`config.mk`:
```
export PLATFORM = sky130hd
export DESIGN_NAME = mc_control_unit
export DESIGN_NICKNAME = d
export VERILOG_FILES = /design/src/rtl/mc_control_unit.sv
export SDC_FILE = /design/constraint.sdc
export NUM_CORES = 1
export LEC_CHECK = 0
export CORE_MARGIN = 2
export CORE_UTILIZATION = 40
export CTS_BUF_LIST = sky130_fd_sc_hd__clkbuf_8 sky130_fd_sc_hd__clkbuf_16
export DETAILED_ROUTE_END_ITERATION = 12
export PLACE_DENSITY_LB_ADDON = 0.1
export SYNTH_ARGS = -nofsm -noshare
export SYNTH_HDL_FRONTEND = slang
export SYNTH_SLANG_ARGS = --single-unit
```
`constraint.sdc`:
```
create_clock -name CLK -period 1.5 [get_ports CLK]
set_input_delay 0.3 -clock CLK [delete_from_list [all_inputs] [get_ports CLK]]
set_output_delay 0.3 -clock CLK [all_outputs]
set_load 0.01 [all_outputs]
```
`src/rtl/mc_control_unit.sv`:
```
// Multicycle control sequencer: walks each instruction through IF/ID/EXE/MEM/WB
// and decodes datapath strobes and selects from the state register and opcode.
module mc_control_unit #(
   parameter int OP_W = 6,
   parameter int ST_W = 4
) (
   input  logic            CLK,
   input  logic            Reset,
   input  logic [OP_W-1:0] opCode,
   input  logic            zero,
   output logic            PCWre,
   output logic            IRWre,
   output logic            InsMemRW,
   output logic            ExtSel,
   output logic            ALUSrcA,
   output logic            ALUSrcB,
   output logic            RegWre,
   output logic [1:0]      RegDst,
   output logic            WrRegDSrc,
   output logic            DBDataSrc,
   output logic            DataMemRW,
   output logic [1:0]      PCSrc,
   output logic [2:0]      ALUOp,
   output logic [ST_W-1:0] state,
   output logic            halted
);

   typedef enum logic [ST_W-1:0] {
      S_IF     = 4'd0,
      S_ID     = 4'd1,
      S_EXE_AL = 4'd2,
      S_WB_AL  = 4'd3,
      S_EXE_BR = 4'd4,
      S_EXE_LS = 4'd5,
      S_MEM    = 4'd6,
      S_WB_LD  = 4'd7,
      S_HALT   = 4'd8
   } state_t;

   localparam logic [OP_W-1:0] OP_ADD   = 6'b000000;
   localparam logic [OP_W-1:0] OP_SUB   = 6'b000001;
   localparam logic [OP_W-1:0] OP_ADDI  = 6'b000010;
   localparam logic [OP_W-1:0] OP_OR    = 6'b010000;
   localparam logic [OP_W-1:0] OP_AND   = 6'b010001;
   localparam logic [OP_W-1:0] OP_ORI   = 6'b010010;
   localparam logic [OP_W-1:0] OP_SLL   = 6'b011000;
   localparam logic [OP_W-1:0] OP_SLT   = 6'b100110;
   localparam logic [OP_W-1:0] OP_SLTIU = 6'b100111;
   localparam logic [OP_W-1:0] OP_SW    = 6'b110000;
   localparam logic [OP_W-1:0] OP_LW    = 6'b110001;
   localparam logic [OP_W-1:0] OP_BEQ   = 6'b110100;
   localparam logic [OP_W-1:0] OP_J     = 6'b111000;
   localparam logic [OP_W-1:0] OP_JR    = 6'b111001;
   localparam logic [OP_W-1:0] OP_JAL   = 6'b111010;
   localparam logic [OP_W-1:0] OP_HALT  = 6'b111111;

   typedef struct packed {
      logic       valid;
      logic [2:0] alu_op;
      logic       src_a;
      logic       src_b;
      logic       ext_sel;
      logic       imm;
   } alu_ctl_t;

   // ALU-class decode; valid=0 means the opcode is not an ALU instruction.
   function automatic alu_ctl_t alu_decode(input logic [OP_W-1:0] op);
      alu_ctl_t c;
      c = '{valid: 1'b1, alu_op: 3'b000, src_a: 1'b0, src_b: 1'b0, ext_sel: 1'b1, imm: 1'b0};
      case (op)
         OP_ADD:   c.alu_op = 3'b000;
         OP_SUB:   c.alu_op = 3'b001;
         OP_ADDI:  begin c.alu_op = 3'b000; c.src_b = 1'b1; c.imm = 1'b1; end
         OP_OR:    c.alu_op = 3'b011;
         OP_AND:   c.alu_op = 3'b100;
         OP_ORI:   begin c.alu_op = 3'b011; c.src_b = 1'b1; c.ext_sel = 1'b0; c.imm = 1'b1; end
         OP_SLL:   begin c.alu_op = 3'b010; c.src_a = 1'b1; end
         OP_SLT:   c.alu_op = 3'b110;
         OP_SLTIU: begin c.alu_op = 3'b101; c.src_b = 1'b1; c.imm = 1'b1; end
         default:  c = '0;
      endcase
      return c;
   endfunction

   state_t   r_state;
   state_t   w_next_state;
   alu_ctl_t w_alu;

   // State register with synchronous reset to IF.
   always_ff @(posedge CLK) begin
      if (Reset) begin
         r_state <= S_IF;
      end else begin
         r_state <= w_next_state;
      end
   end

   // Next-state and output decode; reset overrides everything at the end.
   always_comb begin
      w_next_state = S_IF;
      w_alu        = alu_decode(opCode);
      PCWre        = 1'b0;
      IRWre        = 1'b0;
      InsMemRW     = 1'b0;
      ExtSel       = 1'b0;
      ALUSrcA      = 1'b0;
      ALUSrcB      = 1'b0;
      RegWre       = 1'b0;
      RegDst       = 2'b00;
      WrRegDSrc    = 1'b0;
      DBDataSrc    = 1'b0;
      DataMemRW    = 1'b0;
      PCSrc        = 2'b00;
      ALUOp        = 3'b000;
      halted       = 1'b0;
      state        = r_state;

      case (r_state)
         S_IF: begin
            IRWre        = 1'b1;
            InsMemRW     = 1'b1;
            w_next_state = S_ID;
         end
         S_ID: begin
            case (opCode)
               OP_J: begin
                  PCWre = 1'b1;
                  PCSrc = 2'b11;
               end
               OP_JR: begin
                  PCWre = 1'b1;
                  PCSrc = 2'b10;
               end
               OP_JAL: begin
                  PCWre     = 1'b1;
                  PCSrc     = 2'b11;
                  RegWre    = 1'b1;
                  RegDst    = 2'b00;
                  WrRegDSrc = 1'b0;
               end
               OP_HALT:      w_next_state = S_HALT;
               OP_BEQ:       w_next_state = S_EXE_BR;
               OP_SW, OP_LW: w_next_state = S_EXE_LS;
               default: begin
                  if (w_alu.valid) begin
                     w_next_state = S_EXE_AL;
                  end else begin
                     PCWre = 1'b1;
                     PCSrc = 2'b00;
                  end
               end
            endcase
         end
         S_EXE_AL: begin
            ALUOp   = w_alu.alu_op;
            ALUSrcA = w_alu.src_a;
            ALUSrcB = w_alu.src_b;
            ExtSel  = w_alu.ext_sel;
            // An opcode that changed mid-instruction retires as a nop.
            if (w_alu.valid) begin
               w_next_state = S_WB_AL;
            end else begin
               PCWre = 1'b1;
            end
         end
         S_WB_AL: begin
            ALUOp     = w_alu.alu_op;
            ALUSrcA   = w_alu.src_a;
            ALUSrcB   = w_alu.src_b;
            ExtSel    = w_alu.ext_sel;
            RegWre    = w_alu.valid;
            DBDataSrc = 1'b0;
            WrRegDSrc = 1'b1;
            if (w_alu.imm) begin
               RegDst = 2'b01;
            end else begin
               RegDst = 2'b10;
            end
            PCWre = 1'b1;
            PCSrc = 2'b00;
         end
         S_EXE_BR: begin
            ALUOp   = 3'b001;
            ALUSrcB = 1'b0;
            ExtSel  = 1'b1;
            PCWre   = 1'b1;
            if (zero) begin
               PCSrc = 2'b01;
            end else begin
               PCSrc = 2'b00;
            end
         end
         S_EXE_LS: begin
            ALUOp        = 3'b000;
            ALUSrcB      = 1'b1;
            ExtSel       = 1'b1;
            w_next_state = S_MEM;
         end
         S_MEM: begin
            ALUOp   = 3'b000;
            ALUSrcB = 1'b1;
            ExtSel  = 1'b1;
            if (opCode == OP_SW) begin
               DataMemRW = 1'b1;
               PCWre     = 1'b1;
            end else if (opCode == OP_LW) begin
               w_next_state = S_WB_LD;
            end else begin
               PCWre = 1'b1;
            end
         end
         S_WB_LD: begin
            DBDataSrc = 1'b1;
            WrRegDSrc = 1'b1;
            RegDst    = 2'b01;
            RegWre    = 1'b1;
            PCWre     = 1'b1;
            PCSrc     = 2'b00;
         end
         S_HALT: begin
            halted       = 1'b1;
            w_next_state = S_HALT;
         end
         default: w_next_state = S_IF;
      endcase

      if (Reset) begin
         w_next_state = S_IF;
         PCWre        = 1'b0;
         IRWre        = 1'b0;
         InsMemRW     = 1'b0;
         ExtSel       = 1'b0;
         ALUSrcA      = 1'b0;
         ALUSrcB      = 1'b0;
         RegWre       = 1'b0;
         RegDst       = 2'b00;
         WrRegDSrc    = 1'b0;
         DBDataSrc    = 1'b0;
         DataMemRW    = 1'b0;
         PCSrc        = 2'b00;
         ALUOp        = 3'b000;
         halted       = 1'b0;
         state        = '0;
      end else begin
         state = r_state;
      end
   end

endmodule
```
==> flow_metrics.env <==
export IMPL_status="finished, violations left"
export IMPL_violations="setup timing"
export IMPL_async_reset_ff_share_pct=0
export IMPL_grt_pass1_vias=1243
export IMPL_clk_pin_slew_ns=0.03
export IMPL_ys_seq_area_share_pct=9.40
export IMPL_period_share_pct=129
export IMPL_worstSetupPathType="register to output port"
export IMPL_grt_max_degree=13
export IMPL_fin_skew_ns=0.00131
export IMPL_cts_tree="done"
export IMPL_vias=1449
export IMPL_initial_core_util_pct=43.0
export IMPL_setup_ws_ns=-0.440
export IMPL_vdd_drop_max_v=0.000668
export IMPL_p_comb_share_pct=49.6
export IMPL_rsz0062_at_grt="true"
export IMPL_synth_edf_count=0
export IMPL_place_area_mm2=0.00146
export IMPL_die_h_um=50.2
export IMPL_numCtsBuffers=3
export IMPL_syn_inst=123
export IMPL_insertion_delay_ns=0.21
export IMPL_fin_area_mm2=0.00183
export IMPL_synth_avg_cell_area_um2=6.93
export IMPL_cap_violations=0
export IMPL_synth_warnings=0
export IMPL_hold_viol=0
export IMPL_ys_ff_latch=4
export IMPL_r2r_slack_ns=-0.04
export IMPL_setup_viol=22
export IMPL_top_register="r_state"
export IMPL_slew_headroom_pct=72.9
export IMPL_clk_path_buf_depth=2
export IMPL_totalWireLength_mm=4.92
export IMPL_num_io_pins=31
export IMPL_antennaDiodeCount=0
export IMPL_cpPeakStageDelay_ns=0.54
export IMPL_viasPerCell=6.36
export IMPL_route_detailed_drc=0
export IMPL_wl_per_cell_um=21.6
export IMPL_clock_sinks=4
export IMPL_core_area_mm2=0.00198
export IMPL_syn_nets=132
export IMPL_endpoint_kind="output port"
export IMPL_switchingPower_w=0.000233
export IMPL_holdBufCountCts=0
export IMPL_largest_reg_flops=4
export IMPL_antenna_found_initial=0
export IMPL_overflow=0
export IMPL_die_area_mm2=0.00252
export IMPL_p_clk_share_pct=33.5
export IMPL_largestRegisters="r_state: 4 flops"
export IMPL_synth_cell_area_um2=852
export IMPL_cts_htree_levels=1
export IMPL_required_ns=1.20
export IMPL_fmax_mhz=515
export IMPL_max_slew_worst_pin_slew_ns=0.402
export IMPL_numPortBuffers=30
export IMPL_grt_total_usage_pct=28.6
export IMPL_p_int_w=0.000444
export IMPL_path_cells="nor2_4, nand3b_4, or4b_4, a21oi_4, buf_6"
export IMPL_hold_class="primary input to register"
export IMPL_syn2layout_area_growth_pct=115
export IMPL_dpl_hpwl_mm=2.33
export IMPL_pwr_share_seq_pct=16.9
export IMPL_p_sw_share_pct=34.3
export IMPL_clock_root_buffer="clkbuf_8"
export IMPL_crit_slowest_cell="or4b_4"
export IMPL_synthFlopType="dfxtp_1"
export IMPL_cp_arrival_ns=1.64
export IMPL_p_per_area_mw_per_mm2=370
export IMPL_drv_slew=0
export IMPL_die_width_um=50.2
export IMPL_p_total_w=0.000677
export IMPL_drive_above_1_share_pct=69.7
export IMPL_ant_nets=0
export IMPL_cp_start_kind="register"
export IMPL_leakage_nw=0.820
export IMPL_synth_distinct_cells=47
export IMPL_period_needed_ns=1.94
export IMPL_globalplace_congestion=0.866
export IMPL_grt_pass1_wl_mm=5.69
export IMPL_firstDrtPassIters=5
export IMPL_row_count=16
export IMPL_dp_slack_ns=-1.21
export IMPL_first_iter_violations=91
export IMPL_hold_slack_ns=0.734
export IMPL_worst_path_max_fanout=3
export IMPL_final_nets=212
-- cell usage after synthesis (2+ instances only) --
cell type / instances / area share, %
inv_1: 2 / 0.88
mux2_2: 2 / 2.6
buf_2: 9 / 5.3
nor3_1: 2 / 1.2
nand4_1: 2 / 1.5
or2_1: 4 / 2.9
or3_1: 2 / 1.5
nor4_1: 5 / 3.7
and3_1: 2 / 1.5
dfxtp_1: 4 / 9.4
o21a_1: 4 / 3.5
nor2_1: 9 / 4.0
nor4b_1: 2 / 2.1
a21oi_2: 2 / 2.1
o22ai_1: 2 / 1.5
nor2b_1: 3 / 2.2
clkbuf_1: 4 / 1.8
o21ai_1: 2 / 1.2
buf_4: 3 / 2.6
nand2_1: 12 / 5.3
nand2b_1: 9 / 6.6
nand3_1: 2 / 1.2
a21oi_1: 8 / 4.7
nand4b_1: 4 / 4.1
-- layout by cell type (no fill, tap or decap), types with 3 or more instances in the layout --
cell type / count
nand2_1: 10
nand2b_1: 5
buf_2: 18
nand4b_1: 4
a21oi_1: 5
buf_6: 19
o21a_1: 4
buf_4: 46
nand2b_4: 4
or2_4: 4
nor2_1: 4
nor2_4: 4
clkbuf_8: 3
a21oi_2: 3
nor4_2: 3
-- stage by stage --
stage,util [%],cells,TNS [ns]
2_1_floorplan,-,123,-0.720
3_3_place_gp,73.9,203,-20.64
3_5_place_dp,73.9,203,-21.08
4_1_cts,82.6,216,-5.14
5_1_grt,92.2,228,-6.13
6_report,92.2,228,-5.44
-- worst max-delay path: cells and delay by family (launching register included) --
kind            cells  cell delay [ns]
compound gates      1             0.14
buf+inv             1             0.12
flops               1             0.35
simple gates        3             0.82
-- area by class of cell --
class | count | area, um^2
inverter | 2 | 7.51
tap | 27 | 33.8
clock buffer | 3 | 41.3
sequential | 4 | 90.1
timing repair buffer | 91 | 737
fill | 70 | 154
multi-input combinational | 101 | 918
-- cell families (layout without fill, tap and decap cells) --
family,Yosys count,count (layout),synth area share [%]
AND/OR/NAND/NOR,67,67,48.6
AO/OA/AOI/OAI,31,31,27.8
buffers and inverters,18,96,10.6
flip-flops,4,4,9.40
multiplexers,2,2,2.64
XOR/XNOR,1,1,1.03
-- what timing repair did --
item | CTS | global route
gates resized for setup | 139 | 37
cloned | 0 | 0
setup buffers | 10 | 12
pin swaps | 16 | 12
setup endpoints to repair | 26 | 23
-- power groups by stage --
stage          sequential, W  clock (W)  combinational [W]
6_report            0.000115   0.000226           0.000336
5_1_grt             0.000115   0.000233           0.000347
4_1_cts             0.000113   0.000222           0.000276
3_5_place_dp        0.000116          0           0.000252
2_1_floorplan       0.000115          0           0.000139
3_3_place_gp        0.000115          0           0.000246
-- worst paths after layout --
kind	cells after the start	startpoint	end
setup / recovery	5	r_state[2]	PCSrc[1]
hold / removal	4	Reset	r_state[2]
setup reg to reg	7	r_state[3]	r_state[2]
hold reg to reg	3	r_state[2]	r_state[3]
-- layer usage --
layer | part of all wire, % | wire [um] | global-route usage [%] | up-vias
met5 | 0 | 0 | 0 | -
met4 | 7.1 | 352 | 7.41 | 0
met3 | 6.6 | 327 | 1.19 | 46
met2 | 48 | 2380 | 54.6 | 109
met1 | 38 | 1860 | 34.3 | 691
li1 | - | - | - | 603
No activity file was read; power rests on OpenSTA's default activity.
